$ cat config.mk
export PLATFORM = sky130hd
export DESIGN_NAME = abr_prim_alert_tx
export DESIGN_NICKNAME = d
export VERILOG_FILES = /design/src/rtl/abr_prim_alert_pkg.sv /design/src/rtl/abr_prim_alert_tx.sv
export SDC_FILE = /design/constraint.sdc
export NUM_CORES = 1
export LEC_CHECK = 0
export CAP_MARGIN = 10
export CORE_UTILIZATION = 45
export DETAILED_ROUTE_END_ITERATION = 8
export PLACE_DENSITY = 0.82
export SYNTH_ARGS = -nofsm -noshare
export SYNTH_HDL_FRONTEND = slang
export SYNTH_SLANG_ARGS = --single-unit
$ cat constraint.sdc
create_clock -name clk_i -period 1.78 [get_ports clk_i]
set_clock_uncertainty 0.1 [all_clocks]
set_input_delay 0.356 -clock clk_i [delete_from_list [all_inputs] [get_ports clk_i]]
set_output_delay 0.356 -clock clk_i [all_outputs]
set_load 0.02 [all_outputs]
$ cat src/rtl/abr_prim_alert_pkg.sv
// rtl/abr_prim_alert_pkg.sv - shared types and reset levels for the alert transmitter
package abr_prim_alert_pkg;

  // Encodings are fixed so formal property files can refer to them directly.
  typedef enum logic [2:0] {
    Idle   = 3'b000,
    HsPh1  = 3'b001,
    HsPh2  = 3'b010,
    Pause0 = 3'b011,
    Pause1 = 3'b100,
    SigInt = 3'b101
  } alert_tx_state_e;

  localparam logic ALERT_P_RST = 1'b0;
  localparam logic ALERT_N_RST = 1'b1;

endpackage

$ cat src/rtl/abr_prim_alert_tx.sv
// rtl/abr_prim_alert_tx.sv - differential alert transmitter with 4-phase handshake and ping response
module abr_prim_alert_tx
  import abr_prim_alert_pkg::*;
#(
  parameter bit IsFatal = 1'b0,
  parameter bit PingOn  = 1'b1
) (
  input  logic clk_i,
  input  logic rst_i,
  input  logic alert_req_i,
  input  logic alert_test_i,
  output logic alert_ack_o,
  output logic alert_pending_o,
  input  logic ping_event_i,
  input  logic ping_sigint_i,
  input  logic ack_level_i,
  input  logic ack_sigint_i,
  output logic alert_p_o,
  output logic alert_n_o,
  output logic integ_fail_o
);

  alert_tx_state_e state_q, state_d;
  logic alert_pend, ping_pend;
  logic serve_alert, serve_ping;
  logic alert_rearm, ping_rearm;
  logic fatal_q, ack_due;
  logic sigint, alert_set, ping_set, hs_start, hs_done;

  assign sigint    = ack_sigint_i | (PingOn & ping_sigint_i);
  assign alert_set = alert_req_i | alert_test_i;
  assign ping_set  = PingOn & ping_event_i;
  assign hs_start  = (state_q == Idle) && (state_d == HsPh1);
  assign alert_pending_o = alert_pend;

  always_comb begin
    state_d = state_q;
    hs_done = 1'b0;
    if (sigint) begin
      state_d = SigInt;
    end else begin
      case (state_q)
        Idle:    if (alert_pend | ping_pend) state_d = HsPh1;
        HsPh1:   if (ack_level_i) state_d = HsPh2;
        HsPh2: begin
          if (!ack_level_i) begin
            state_d = Pause0;
            hs_done = 1'b1;
          end
        end
        Pause0:  state_d = Pause1;
        Pause1:  state_d = Idle;
        SigInt:  state_d = Pause0;
        default: state_d = Idle;
      endcase
    end
  end

  // A request landing while its own flag is being served must survive the
  // clear at handshake end, so it is remembered in the rearm flag.
  always_ff @(posedge clk_i or posedge rst_i) begin
    if (rst_i) begin
      state_q      <= Idle;
      alert_pend   <= 1'b0;
      ping_pend    <= 1'b0;
      serve_alert  <= 1'b0;
      serve_ping   <= 1'b0;
      alert_rearm  <= 1'b0;
      ping_rearm   <= 1'b0;
      fatal_q      <= 1'b0;
      ack_due      <= 1'b0;
      alert_ack_o  <= 1'b0;
      alert_p_o    <= ALERT_P_RST;
      alert_n_o    <= ALERT_N_RST;
      integ_fail_o <= 1'b0;
    end else begin
      state_q <= state_d;

      if (hs_start) begin
        serve_alert <= alert_pend;
        serve_ping  <= ping_pend;
      end else if (hs_done || state_d == SigInt) begin
        serve_alert <= 1'b0;
        serve_ping  <= 1'b0;
      end

      if (hs_done || state_d == SigInt) begin
        alert_rearm <= 1'b0;
        ping_rearm  <= 1'b0;
      end else begin
        if ((serve_alert || (hs_start && alert_pend)) && alert_set) alert_rearm <= 1'b1;
        if ((serve_ping || (hs_start && ping_pend)) && ping_set) ping_rearm <= 1'b1;
      end

      fatal_q    <= fatal_q | (IsFatal & alert_req_i);
      alert_pend <= (alert_pend & ~(hs_done & serve_alert & ~alert_rearm & ~fatal_q)) | alert_set;
      ping_pend  <= (ping_pend & ~(hs_done & serve_ping & ~ping_rearm)) | ping_set;

      ack_due     <= hs_done & serve_alert;
      alert_ack_o <= ack_due;

      integ_fail_o <= (state_q == SigInt);
      case (state_q)
        HsPh1: begin
          alert_p_o <= 1'b1;
          alert_n_o <= 1'b0;
        end
        SigInt: begin
          if (alert_p_o ^ alert_n_o) begin
            alert_p_o <= 1'b1;
            alert_n_o <= 1'b1;
          end else begin
            alert_p_o <= ~alert_p_o;
            alert_n_o <= ~alert_p_o;
          end
        end
        default: begin
          alert_p_o <= ALERT_P_RST;
          alert_n_o <= ALERT_N_RST;
        end
      endcase
    end
  end

  // The pair output lags the state by one cycle, as does integ_fail_o.
  a_pair_diff: assert property (@(posedge clk_i) disable iff (rst_i)
    !integ_fail_o |-> (alert_p_o ^ alert_n_o));
  a_ack_pulse: assert property (@(posedge clk_i) disable iff (rst_i)
    alert_ack_o |=> !alert_ack_o);
  a_ack_src: assert property (@(posedge clk_i) disable iff (rst_i)
    alert_ack_o |-> ($past(state_q, 2) == HsPh2));

endmodule

Word-level counts from Yosys, hierarchy flattened
Cells that the tools add are included.

Flip-flop bits (word level): 14. Logic and storage cells: 65. Output and inout port bits: 5. Bits of input ports: 8.

Bitwise logic cells: 17. Reductions and logical operators: 12. Mux-type cells: 18. Equal/unequal tests: 6.

Operators by type and width (count): one-hot mux 3 bit (5 select lines) (1); two-way mux 3 bit (4); two-way mux 1 bit (11); bitwise AND 1 bit (6); equality test 3 x 1 -> 1 bit, second input constant (2); equality test 3 x 2 -> 1 bit, second input constant (2); equality test 3 bit, second input constant (2); nonzero test 2 bit (3); logical AND 1 bit (5); inverter 1 bit (5); OR 1 bit (5); one-hot mux 1 bit (2 select lines) (2); zero test 3 bit (1); logical OR 1 bit (3); XOR 1 bit (1).

Longest topological paths before layout
Gate-level depths: netlist of the first run.

Depth in word-level cells: 11. Depth in mapped cells: 4. Depth with buffers taken out: 3.

Least setup slack after synthesis of the first run
Ideal clock, no wire load.

Kind: register to register. From: register state_q[2]. To: register serve_alert. Path buffers: 1. Path slack: 0.342 ns. Arrival: 1.218 ns. Library setup time: 0.121 ns. Stages on the path, launching flop included: 4. Data required time: 1.559 ns. Clock period less this slack: 1.438 ns. Cell sequence: dfrtp_1 -> buf_6 -> or4b_4 -> a41o_1.

Longest elaborated chain between the ends: 6. Elaborated cells on any way between the ends: 18. Those cells by class: 6 x eq/ne; 8 x mux; 4 x reduce/logical.

RTL lines: start, declared (RTL line abr_prim_alert_tx.sv:23) `alert_tx_state_e state_q, state_d;`; start signal, assigned (RTL line abr_prim_alert_tx.sv:63) `state_q <= Idle;`; start signal, assigned (RTL line abr_prim_alert_tx.sv:77) `state_q <= state_d;`; equality test 3 bit, or another cell as far along (RTL line abr_prim_alert_tx.sv:42) `case (state_q)`; one-hot mux 3 bit (5 select lines) (RTL line abr_prim_alert_tx.sv:42); two-way mux 3 bit (RTL line abr_prim_alert_tx.sv:39) `if (sigint) begin`; equality test 3 x 1 -> 1 bit or equality test 3 bit (tied branches) (RTL line abr_prim_alert_tx.sv:33, abr_prim_alert_tx.sv:82); logical AND 1 bit or logical OR 1 bit (tied branches) (RTL line abr_prim_alert_tx.sv:33, abr_prim_alert_tx.sv:82); two-way mux 1 bit or nonzero test 2 bit (tied branches); end signal, assigned (RTL line abr_prim_alert_tx.sv:80) `serve_alert <= alert_pend;`; end, declared (RTL line abr_prim_alert_tx.sv:25) `logic serve_alert, serve_ping;`.

Parallel ways exist; a longest one is shown, timed or not. A chain may end at the register's enable or synchronous reset.

Worst setup path in the final report of the first run
From: register alert_p_o. To: output port alert_p_o.

RTL lines: start, declared (RTL line abr_prim_alert_tx.sv:18) `output logic alert_p_o,`; start signal, assigned (RTL line abr_prim_alert_tx.sv:113) `alert_p_o <= ~alert_p_o;`.

No word-level cell between the ends.

==> results of run 1 <==
[cell type report]
cell class / instances / area (um^2) / area share
inverter: 2 / 7.507 / 0.009569
clock buffer: 4 / 36.28 / 0.04625
sequential: 14 / 351.6 / 0.4482
tap: 14 / 17.52 / 0.02233
multi-input combinational: 35 / 227.7 / 0.2903
timing repair buffer: 15 / 143.9 / 0.1834
[cells in the mapped netlist (all sizes together)]
cell type / instances
a31oi: 1
and3: 1
o311a: 1
nand3: 1
or4b: 1
a22oi: 1
or3: 1
dfrtp: 13
or2: 1
a21o: 2
buf: 1
o21ai: 3
and4b: 1
nor2: 4
a21oi: 2
nor3: 4
dfstp: 1
o211ai: 1
nand4b: 2
nor4b: 1
o21a: 1
nand2: 2
mux2i: 1
a41o: 1
inv: 2
nand2b: 2
[flip-flops by register name (all words and copies together), names as in the netlist]
name,cells
state_q,3
ack_due,1
alert_ack_o,1
alert_n_o,1
alert_p_o,1
alert_pending_o,1
alert_rearm,1
integ_fail_o,1
ping_pend,1
ping_rearm,1
serve_alert,1
serve_ping,1
[cell families after synthesis]
kind of cell    Yosys count  share of synthesized area
compound gates           13                     0.1485
mux                       1                    0.01674
buf+inv                   3                    0.03138
flops                    14                     0.5879
simple gates             21                     0.2155
[layer usage]
| metal | share of wire | GRT usage | vias up |
|---|---|---|---|
| met5 | 0 | 0 | - |
| met4 | 0.011 | 0.1724 | 0 |
| met3 | 0.039 | 0.04070 | 4 |
| met2 | 0.55 | 0.3898 | 21 |
| met1 | 0.40 | 0.2510 | 246 |
| li1 | - | - | 232 |
[per-stage QoR]
stage               cells  utilization  TNS, ps
floorplan              52            -        0
global placement       80       0.6378        0
detailed placement     80       0.6378  -0.7435
CTS                    84       0.6677        0
global route           84       0.6699        0
finish                 84       0.6699        0
[path summary, 6_finish.rpt]
| path | cells past startpoint | start | to |
|---|---|---|---|
| min in group asynchronous | 2 | rst_i | integ_fail_o |
| min | 0 | ack_due | alert_ack_o |
| max in group asynchronous | 2 | rst_i | alert_n_o |
| max | 1 | alert_p_o | alert_p_o |
| max reg2reg | 4 | state_q[2] | ping_pend |
| min reg2reg | 0 | ack_due | alert_ack_o |
[power by group]
group,leakage (nW),switching [mW],total [mW],internal [mW]
Combinational,0.163,0.0502,0.103,0.0529
Clock,0.0210,0.106,0.231,0.124
Sequential,0.167,0.0171,0.357,0.340
Total,0.351,0.174,0.691,0.517
[what timing repair did]
action,4_1_cts,5_1_grt
gates resized for setup,1,1
pin swaps,0,0
endpoints found under the setup margin,1,1
hold endpoints to repair,0,0
==> summary.json, run 1 <==
{
  "outcome": {"value": "finished, final reports clean"},
  "slew_at_the_pin_closest_to_its_max_slew_limit": {"value": 517.7, "unit": "ps"},
  "syn-num-nets": {"value": 60},
  "yosys_register_bits": {"value": 14},
  "final_cycle_utilization_of_the_critical_path": {"value": 0.9612},
  "die_width": {"value": 38.46, "unit": "um"},
  "fin_worst_hold_slack": {"value": 278.6, "unit": "ps"},
  "synth_warnings": {"value": 0},
  "post_cts_buffers": {"value": 0},
  "fill_cells": {"value": 100},
  "max-cap-violations": {"value": 0},
  "vias": {"value": 503},
  "timing_worst_setup_path_type": {"value": "register to output pin"},
  "clkSlewWorstSetupHoldPaths": {"value": 90, "unit": "ps"},
  "globalRouteTotalUtil": {"value": 0.2292},
  "core_area": {"value": 1171, "unit": "um^2"},
  "ctsHtreeMaxLevel": {"value": 1},
  "dr.first_iter.drc_count": {"value": 10},
  "critical_path.cell_chain": {"value": "clkdlybuf4s50_1"},
  "io_buffers": {"value": 12},
  "dp_worst_setup_slack": {"value": -0.7435, "unit": "ps"},
  "grt_start_max_net_pins": {"value": 15},
  "cts.sink_count": {"value": 14},
  "final_common_cell": {"value": "sky130_fd_sc_hd__dfrtp_1"},
  "critical_path.endpoint_type": {"value": "output pin"},
  "synthesis.area": {"value": 598.1, "unit": "um^2"},
  "drc": {"value": 0},
  "layout.cells.most_common_list": {"value": "sky130_fd_sc_hd__dfrtp_1, sky130_fd_sc_hd__clkdlybuf4s50_1, sky130_fd_sc_hd__nor2_1, sky130_fd_sc_hd__nor3_1"},
  "floorplan.io_pins": {"value": 13},
  "reg2reg_setup_slack": {"value": 220, "unit": "ps"},
  "synth_top_cells_by_area": {"value": "sky130_fd_sc_hd__dfrtp_1, sky130_fd_sc_hd__dfstp_2, sky130_fd_sc_hd__nor3_1, sky130_fd_sc_hd__nand4b_1, sky130_fd_sc_hd__o21ai_0"},
  "fraction_of_layout_cells_with_a_size_suffix_above_1": {"value": 0.1429},
  "worst_path_largest_cell_delay": {"value": 610, "unit": "ps"},
  "tritoncts": {"value": "yes"},
  "synth.yosys.seq_area_share": {"value": 0.5879},
  "max_clock_freq": {"value": 584.5, "unit": "MHz"},
  "wl_cell": {"value": 15.73, "unit": "um"},
  "dieArea": {"value": 1479, "unit": "um^2"},
  "crit_required": {"value": 1320, "unit": "ps"},
  "die_h": {"value": 38.46, "unit": "um"},
  "timing.final.setup_violations": {"value": 0},
  "min_period": {"value": 1711, "unit": "ps"},
  "worst_slack": {"value": 69.07, "unit": "ps"},
  "nNetsFinal": {"value": 79},
  "place_hpwl": {"value": 951, "unit": "um"},
  "final_antenna_net_count": {"value": 0},
  "grt_pass1_vias": {"value": 501},
  "total_power": {"value": 690.6, "unit": "uW"},
  "worstSkewPairLatency": {"value": 280, "unit": "ps"},
  "critPathTopFamily": {"value": "buffers and inverters"},
  "p_leak": {"value": 0.3514, "unit": "nW"},
  "post_synth.cell_area_avg": {"value": 11.50, "unit": "um^2"},
  "cp_num_buf_inv": {"value": 1},
  "synth_largest_area_cell": {"value": "sky130_fd_sc_hd__dfrtp_1"},
  "synthDistinctLibCells": {"value": 26},
  "cts-hold-fix-buffers": {"value": 0},
  "grt-ovfl-total": {"value": 0},
  "synthDominantCellAreaShare": {"value": 0.5439},
  "cts.path.max_buffers": {"value": 2},
  "cts_buffers": {"value": 3},
  "arrival_time_worst_endpoint": {"value": 1250, "unit": "ps"},
  "power-per-cell-area": {"value": 880.3, "unit": "nW/um^2"},
  "cp_max_fo": {"value": 3},
  "crit_path_top_delay_cell": {"value": "sky130_fd_sc_hd__clkdlybuf4s50_1"},
  "totalWireLength": {"value": 1321, "unit": "um"},
  "pins_over_slew_limit": {"value": 0},
  "grt_antenna_before_repair": {"value": 0},
  "start_kind": {"value": "register"},
  "postSynthCellCount": {"value": 52},
  "cts_root_buffer": {"value": "sky130_fd_sc_hd__clkbuf_4"},
  "timing_hold_violations_final": {"value": 0},
  "routabilityCongestion": {"value": 0.7361},
  "floorplan.initialDensity": {"value": 0.5107},
  "fin_area": {"value": 784.5, "unit": "um^2"},
  "antenna_cells_inserted": {"value": 0},
  "detailed_place.area": {"value": 747.0, "unit": "um^2"},
  "area.growth.synth_to_final": {"value": 31.17, "unit": "%"},
  "rsz_0062_raised_after_global_routing": {"value": "no"},
  "grt_pass1_wl": {"value": 2173, "unit": "um"},
  "hp-class": {"value": "register to register"},
  "peak_ir_drop_on_the_vdd_network": {"value": 434.5, "unit": "uV"},
  "detail_route.first_pass.iterations": {"value": 4},
  "slew-limit-headroom": {"value": 0.6545},
  "avgViaCountPerCell": {"value": 5.988},
  "placement_rows": {"value": 12}
}
(Power assumes the default switching activity.)
==> run 2: changes to the inputs <==
- DONT_BUFFER_PORTS: unset -> 1
- PLACE_DENSITY: 0.82 -> 0.7
==> run 2 against run 1 <==
Count of clock-buffer cells in the layout unchanged. Hold slack got worse by 250 ps. Register-to-register slack got worse by 70 ps. Core utilization decreased by 11 points. Non-clock buffer count decreased by 14. Setup slack improved by 80 ps. Sequential power increased by 5.6%. Sequential share of layout area increased by 9.2 points. Clock power about the same. Cell area decreased by 17%. Critical path depth increased by 2. Wire length decreased by 18%. Critical path type is now register to register. Largest cell class unchanged. Highest routed layer unchanged.
==> summary.json, run 2 (same netlist as run 1, synthesis figures left out) <==
{
  "floorplan.initialDensity": {"value": 0.5107, "change": "unchanged"},
  "grt_pass1_vias": {"value": 400, "change": "-20%"},
  "max_clock_freq": {"value": 613.3, "unit": "MHz", "change": "+4.9%"},
  "nNetsFinal": {"value": 65, "change": "-18%"},
  "worstSkewPairLatency": {"value": 280, "unit": "ps", "change": "about the same"},
  "flip_flop_count_of_the_largest_register_after_layout": {"value": 3, "change": "unchanged"},
  "layout.cells.non_filler": {"value": 70, "change": "-17%"},
  "fraction_of_layout_cells_with_a_size_suffix_above_1": {"value": 0.1250, "change": "-0.01786"},
  "start_kind": {"value": "register"},
  "pins_over_slew_limit": {"value": 0, "change": "unchanged"},
  "global_route.usage.met3": {"value": 0.05233, "change": "+0.01163"},
  "dieArea": {"value": 1479, "unit": "um^2", "change": "unchanged"},
  "min_period": {"value": 1630, "unit": "ps", "change": "-80.44 ps"},
  "critPathTopFamily": {"value": "simple AND/OR/NAND/NOR gates"},
  "grt_use_met1": {"value": 0.2444, "change": "-0.006590"},
  "final_core_util": {"value": 0.5556, "change": "-0.1143"},
  "floorplan.io_pins": {"value": 13, "change": "unchanged"},
  "critical_path.cell_chain": {"value": "nor4b_1 > and3_1 > a21oi_1"},
  "core_area": {"value": 1171, "unit": "um^2", "change": "unchanged"},
  "reg2reg_setup_slack": {"value": 150, "unit": "ps", "change": "-70 ps"},
  "critical_path.endpoint_type": {"value": "register"},
  "grt_util_met2": {"value": 0.2881, "change": "-0.1017"},
  "cts.sink_count": {"value": 14, "change": "unchanged"},
  "grt_most_used_layer": {"value": "met2"},
  "cts_root_buffer": {"value": "sky130_fd_sc_hd__clkbuf_4"},
  "final_common_cell": {"value": "sky130_fd_sc_hd__dfrtp_1"},
  "fin_area": {"value": 650.6, "unit": "um^2", "change": "-17%"},
  "max-cap-violations": {"value": 0, "change": "unchanged"},
  "detailed_place.area": {"value": 604.3, "unit": "um^2", "change": "-19%"},
  "crit-reg2reg-capture": {"value": "alert_pending_o"},
  "area.growth.synth_to_final": {"value": 8.787, "unit": "%"},
  "worstRegToRegCells": {"value": 3, "change": "-1"},
  "arrival_time_worst_endpoint": {"value": 1700, "unit": "ps", "change": "+450 ps"},
  "timing_hold_violations_final": {"value": 0, "change": "unchanged"},
  "grt_pass1_wl": {"value": 1807, "unit": "um", "change": "-17%"},
  "ctsHtreeMaxLevel": {"value": 1, "change": "unchanged"},
  "worst_path_largest_cell_delay": {"value": 580, "unit": "ps", "change": "-30 ps"},
  "outcome": {"value": "finished, final reports clean"},
  "wl_cell": {"value": 15.51, "unit": "um", "change": "-1.3%"},
  "holdPathEnd": {"value": "state_q[1]"},
  "slew-limit-headroom": {"value": 0.5866, "change": "-0.06790"},
  "final_antenna_net_count": {"value": 0, "change": "unchanged"},
  "reg_with_most_ffs": {"value": "state_q"},
  "placed_cells_incl_taps": {"value": 65, "change": "-19%"},
  "cts-hold-fix-buffers": {"value": 1, "change": "+1"},
  "rsz_0062_raised_after_global_routing": {"value": "no"},
  "vias": {"value": 424, "change": "-16%"},
  "detail_route.first_pass.iterations": {"value": 5, "change": "+1"},
  "drc": {"value": 0, "change": "unchanged"},
  "routabilityCongestion": {"value": 0.7892, "change": "+7.2%"},
  "worstReg2RegStart": {"value": "state_q[2]"},
  "cts_buffers": {"value": 3, "change": "unchanged"},
  "worstHoldPathCells": {"value": 1, "change": "+1"},
  "grt-ovfl-total": {"value": 0, "change": "unchanged"},
  "peak_ir_drop_on_the_vdd_network": {"value": 443.8, "unit": "uV", "change": "+2.2%"},
  "post_cts_buffers": {"value": 0, "change": "unchanged"},
  "clkSlewWorstSetupHoldPaths": {"value": 90, "unit": "ps", "change": "about the same"},
  "cts.path.max_buffers": {"value": 2, "change": "unchanged"},
  "cp_max_fo": {"value": 9, "change": "+6"},
  "tritoncts": {"value": "yes"},
  "slew_at_the_pin_closest_to_its_max_slew_limit": {"value": 611.5, "unit": "ps", "change": "+93.80 ps"},
  "antenna_cells_inserted": {"value": 0, "change": "unchanged"},
  "layout.cells.most_common_list": {"value": "sky130_fd_sc_hd__dfrtp_1, sky130_fd_sc_hd__nor2_1, sky130_fd_sc_hd__nor3_1"},
  "globalRouteTotalUtil": {"value": 0.1901, "change": "-0.03912"},
  "grt_antenna_before_repair": {"value": 0, "change": "unchanged"},
  "crit_required": {"value": 1850, "unit": "ps", "change": "+530 ps"},
  "totalWireLength": {"value": 1086, "unit": "um", "change": "-18%"},
  "die_h": {"value": 38.46, "unit": "um", "change": "unchanged"},
  "hp-class": {"value": "input port to register"},
  "power-per-cell-area": {"value": 992.8, "unit": "nW/um^2", "change": "+13%"},
  "total_power": {"value": 645.9, "unit": "uW", "change": "-6.5%"},
  "setup_total_negative_slack": {"value": 0, "unit": "ps", "change": "unchanged"},
  "timing_worst_setup_path_type": {"value": "register to register"},
  "crit_path_top_delay_cell": {"value": "sky130_fd_sc_hd__nor4b_1"},
  "avgViaCountPerCell": {"value": 6.057, "change": "+1.2%"},
  "p_leak": {"value": 0.2929, "unit": "nW", "change": "-17%"},
  "io_buffers": {"value": 0, "change": "-12"},
  "worstHoldStart": {"value": "ack_sigint_i"},
  "final_cycle_utilization_of_the_critical_path": {"value": 0.9160, "change": "-0.04519"},
  "placement_rows": {"value": 12, "change": "unchanged"},
  "cp_num_buf_inv": {"value": 0, "change": "-1"},
  "grt_start_max_net_pins": {"value": 15, "change": "unchanged"},
  "die_width": {"value": 38.46, "unit": "um", "change": "unchanged"},
  "dr.first_iter.drc_count": {"value": 7, "change": "-3"},
  "postCtsResizedCells": {"value": 0, "change": "-1"},
  "timing.final.setup_violations": {"value": 0, "change": "unchanged"}
}
-- run 2: power breakdown --
part	total [mW]	internal [mW]	switching [mW]
logic	0.0391	0.0190	0.0201
registers	0.377	0.340	0.0363
clock network	0.230	0.124	0.106
-- run 2: final cells by class --
class | instances | area [um^2]
tap | 14 | 17.52
fill | 111 | 520.5
timing repair buffer | 1 | 10.01
clock buffer | 4 | 36.28
sequential | 14 | 351.6
inverter | 2 | 7.507
multi-input combinational | 35 | 227.7
-- run 2: worst max path at each step --
stage                       to  cells after the start        from
3_5_place_dp   alert_pending_o                      3  state_q[2]
4_1_cts        alert_pending_o                      3  state_q[2]
2_1_floorplan      serve_alert                      3  state_q[2]
3_3_place_gp   alert_pending_o                      3  state_q[2]
6_report       alert_pending_o                      3  state_q[2]
5_1_grt        alert_pending_o                      3  state_q[2]
-- run 2: through the flow --
step,hold slack [ps],setup WS [ps]
final,30.01,149.5
after global routing,21.13,85.27
after CTS,24.67,169.9
after detailed placement,209.7,183.9
after global placement,207.5,186.4
after floorplan,144.5,341.7
-- run 2: metal layers --
metal  wire (um)  vias up
met4           8        0
met1         490      198
li1            -      200
met5           0        -
met2         518       24
met3          68        2
==> run 3: changes to the inputs <==
- SETUP_SLACK_MARGIN: unset -> 0.2
- SKIP_CTS_REPAIR_TIMING: unset -> 1
==> run 3 against run 2 <==
Sequential share of layout area is 0.51 points lower. Combinational power hardly changed. Hold slack worse by 3.0 ps. Clock power hardly changed. Global-route usage stayed put. Cell area is 0.96% higher. Total power is 0.32% higher. First-iteration DRC count is 14% lower. Setup slack better by 140 ps. Sequential cell count stayed put. Register-to-register slack better by 140 ps. Critical path type unchanged.
==> summary.json, run 3 (same netlist as run 1, synthesis figures left out) <==
{
  "fraction_of_layout_cells_with_a_size_suffix_above_1": {"value": 0.1429, "change": "+0.01786"},
  "power.switching_fraction": {"value": 0.2531, "change": "+0.001959"},
  "die_width": {"value": 38.46, "unit": "um", "change": "unchanged"},
  "cts.sink_count": {"value": 14, "change": "unchanged"},
  "cp_max_fo": {"value": 7, "change": "-2"},
  "outcome": {"value": "finished, final reports clean"},
  "grt_pass1_vias": {"value": 400, "change": "unchanged"},
  "cts_buffers": {"value": 3, "change": "unchanged"},
  "worstSkewPairLatency": {"value": 280, "unit": "ps", "change": "about the same"},
  "p_leak": {"value": 0.2932, "unit": "nW", "change": "+0.10%"},
  "start_kind": {"value": "register"},
  "max_clock_freq": {"value": 671.9, "unit": "MHz", "change": "+9.6%"},
  "globalRouteTotalUtil": {"value": 0.1901, "change": "unchanged"},
  "power-per-cell-area": {"value": 986.5, "unit": "nW/um^2", "change": "-0.63%"},
  "power.clock.fraction": {"value": 0.358, "change": "+0.002"},
  "ctsHtreeMaxLevel": {"value": 1, "change": "unchanged"},
  "worst_path_largest_cell_delay": {"value": 580, "unit": "ps", "change": "about the same"},
  "reg_with_most_ffs": {"value": "state_q"},
  "cts.path.max_buffers": {"value": 2, "change": "unchanged"},
  "fin_area": {"value": 656.9, "unit": "um^2", "change": "+0.96%"},
  "detail_route.first_pass.iterations": {"value": 4, "change": "-1"},
  "layout.cells.most_common_list": {"value": "sky130_fd_sc_hd__dfrtp_1, sky130_fd_sc_hd__nor2_1, sky130_fd_sc_hd__nor3_1"},
  "timing_hold_violations_final": {"value": 0, "change": "unchanged"},
  "drc": {"value": 0, "change": "unchanged"},
  "setup_total_negative_slack": {"value": 0, "unit": "ps", "change": "unchanged"},
  "p_sw": {"value": 164.0, "unit": "uW", "change": "+1.1%"},
  "combPwrFrac": {"value": 0.060, "change": "about the same"},
  "grt_antenna_before_repair": {"value": 0, "change": "unchanged"},
  "peak_ir_drop_on_the_vdd_network": {"value": 446.8, "unit": "uV", "change": "+0.66%"},
  "clkSlewWorstSetupHoldPaths": {"value": 90, "unit": "ps", "change": "about the same"},
  "rsz_0062_raised_after_global_routing": {"value": "no"},
  "slew-limit-headroom": {"value": 0.6520, "change": "+0.06538"},
  "worstReg2RegStart": {"value": "state_q[0]"},
  "crit_path_top_delay_cell": {"value": "sky130_fd_sc_hd__or4b_4"},
  "placement_rows": {"value": 12, "change": "unchanged"},
  "flip_flop_count_of_the_largest_register_after_layout": {"value": 3, "change": "unchanged"},
  "final_core_util": {"value": 0.5609, "change": "+0.005341"},
  "fill_cells": {"value": 109, "change": "-1.8%"},
  "power.internal": {"value": 484.0, "unit": "uW", "change": "about the same"},
  "grt_start_max_net_pins": {"value": 15, "change": "unchanged"},
  "timing_worst_setup_path_type": {"value": "register to register"},
  "die_h": {"value": 38.46, "unit": "um", "change": "unchanged"},
  "total_power": {"value": 648.0, "unit": "uW", "change": "+0.32%"},
  "avgViaCountPerCell": {"value": 6.029, "change": "-0.47%"},
  "cts_root_buffer": {"value": "sky130_fd_sc_hd__clkbuf_4"},
  "wl_cell": {"value": 15.56, "unit": "um", "change": "+0.28%"},
  "min_period": {"value": 1488, "unit": "ps", "change": "-142.2 ps"},
  "seqPwrFrac": {"value": 0.582, "change": "about the same"},
  "dieArea": {"value": 1479, "unit": "um^2", "change": "unchanged"},
  "antenna_cells_inserted": {"value": 0, "change": "unchanged"},
  "critical_path.endpoint_type": {"value": "register"},
  "timing.final.setup_violations": {"value": 0, "change": "unchanged"},
  "detailed_place.area": {"value": 604.3, "unit": "um^2", "change": "unchanged"},
  "area.growth.synth_to_final": {"value": 9.833, "unit": "%"},
  "tritoncts": {"value": "yes"},
  "vias": {"value": 422, "change": "-0.47%"},
  "routabilityCongestion": {"value": 0.7892, "change": "unchanged"},
  "floorplan.io_pins": {"value": 13, "change": "unchanged"},
  "grt_pass1_wl": {"value": 1807, "unit": "um", "change": "unchanged"},
  "worstHoldStart": {"value": "ack_sigint_i"},
  "arrival_time_worst_endpoint": {"value": 1560, "unit": "ps", "change": "-140 ps"},
  "core_area": {"value": 1171, "unit": "um^2", "change": "unchanged"},
  "final_common_cell": {"value": "sky130_fd_sc_hd__dfrtp_1"},
  "dr.first_iter.drc_count": {"value": 6, "change": "-1"},
  "final_antenna_net_count": {"value": 0, "change": "unchanged"},
  "final_cycle_utilization_of_the_critical_path": {"value": 0.8361, "change": "-0.07991"},
  "critical_path.cell_chain": {"value": "or4b_4 > a41o_1"},
  "pins_over_slew_limit": {"value": 0, "change": "unchanged"},
  "floorplan.initialDensity": {"value": 0.5107, "change": "unchanged"},
  "fin_worst_hold_slack": {"value": 27.05, "unit": "ps", "change": "-2.962 ps"},
  "max-cap-violations": {"value": 0, "change": "unchanged"},
  "nNetsFinal": {"value": 65, "change": "unchanged"},
  "crit_required": {"value": 1860, "unit": "ps", "change": "about the same"},
  "hp-class": {"value": "input port to register"},
  "totalWireLength": {"value": 1089, "unit": "um", "change": "+0.28%"},
  "slew_at_the_pin_closest_to_its_max_slew_limit": {"value": 521.5, "unit": "ps", "change": "-90.02 ps"},
  "io_buffers": {"value": 0, "change": "unchanged"},
  "crit_start": {"value": "state_q[0]"},
  "grt-ovfl-total": {"value": 0, "change": "unchanged"}
}
-- run 3: path summary, 6_finish.rpt --
check | end | slack [ps] | cells past startpoint
max in group asynchronous | alert_n_o | 780 | 2
setup / recovery | serve_alert | 290 | 2
hold reg to reg | alert_ack_o | 260 | 0
min in group asynchronous | alert_p_o | 440 | 2
hold / removal | state_q[1] | 30 | 1
setup reg to reg | serve_alert | 290 | 2
-- run 3: per-layer routing --
layer,track usage,part of all wire
met5,0,0
met4,0.1034,0.017
met3,0.05233,0.056
met2,0.2881,0.48
met1,0.2444,0.44
-- run 3: power groups by stage --
stage / registers, mW / clock network, mW / logic (mW)
6_report: 0.377 / 0.232 / 0.0391
5_1_grt: 0.380 / 0.250 / 0.0467
4_1_cts: 0.377 / 0.238 / 0.0383
3_5_place_dp: 0.383 / 0 / 0.0381
3_3_place_gp: 0.382 / 0 / 0.0376
2_1_floorplan: 0.377 / 0 / 0.0368
-- run 3: critical path: cells and delay by family, from the launching register on --
kind             cells  cell delay (ps)
AO/OA/AOI/OAI        1              240
flip-flops           1              460
AND/OR/NAND/NOR      1              580
-- run 3: through the flow --
| step | setup WS (ps) | cells |
|---|---|---|
| final | 291.8 | 70 |
| after detailed placement | 183.9 | 65 |
| after global routing | 258.5 | 70 |
| after CTS | 169.9 | 69 |
| after floorplan | 341.7 | 52 |
| after global placement | 186.4 | 65 |
-- run 3: area by class of cell --
cell class                 instances  area [um^2]  share of cell area
sequential                        14        351.6              0.5352
timing repair buffer               1        10.01             0.01524
inverter                           2        7.507             0.01143
tap                               14        17.52             0.02667
multi-input combinational         35        234.0              0.3562
clock buffer                       4        36.28             0.05524
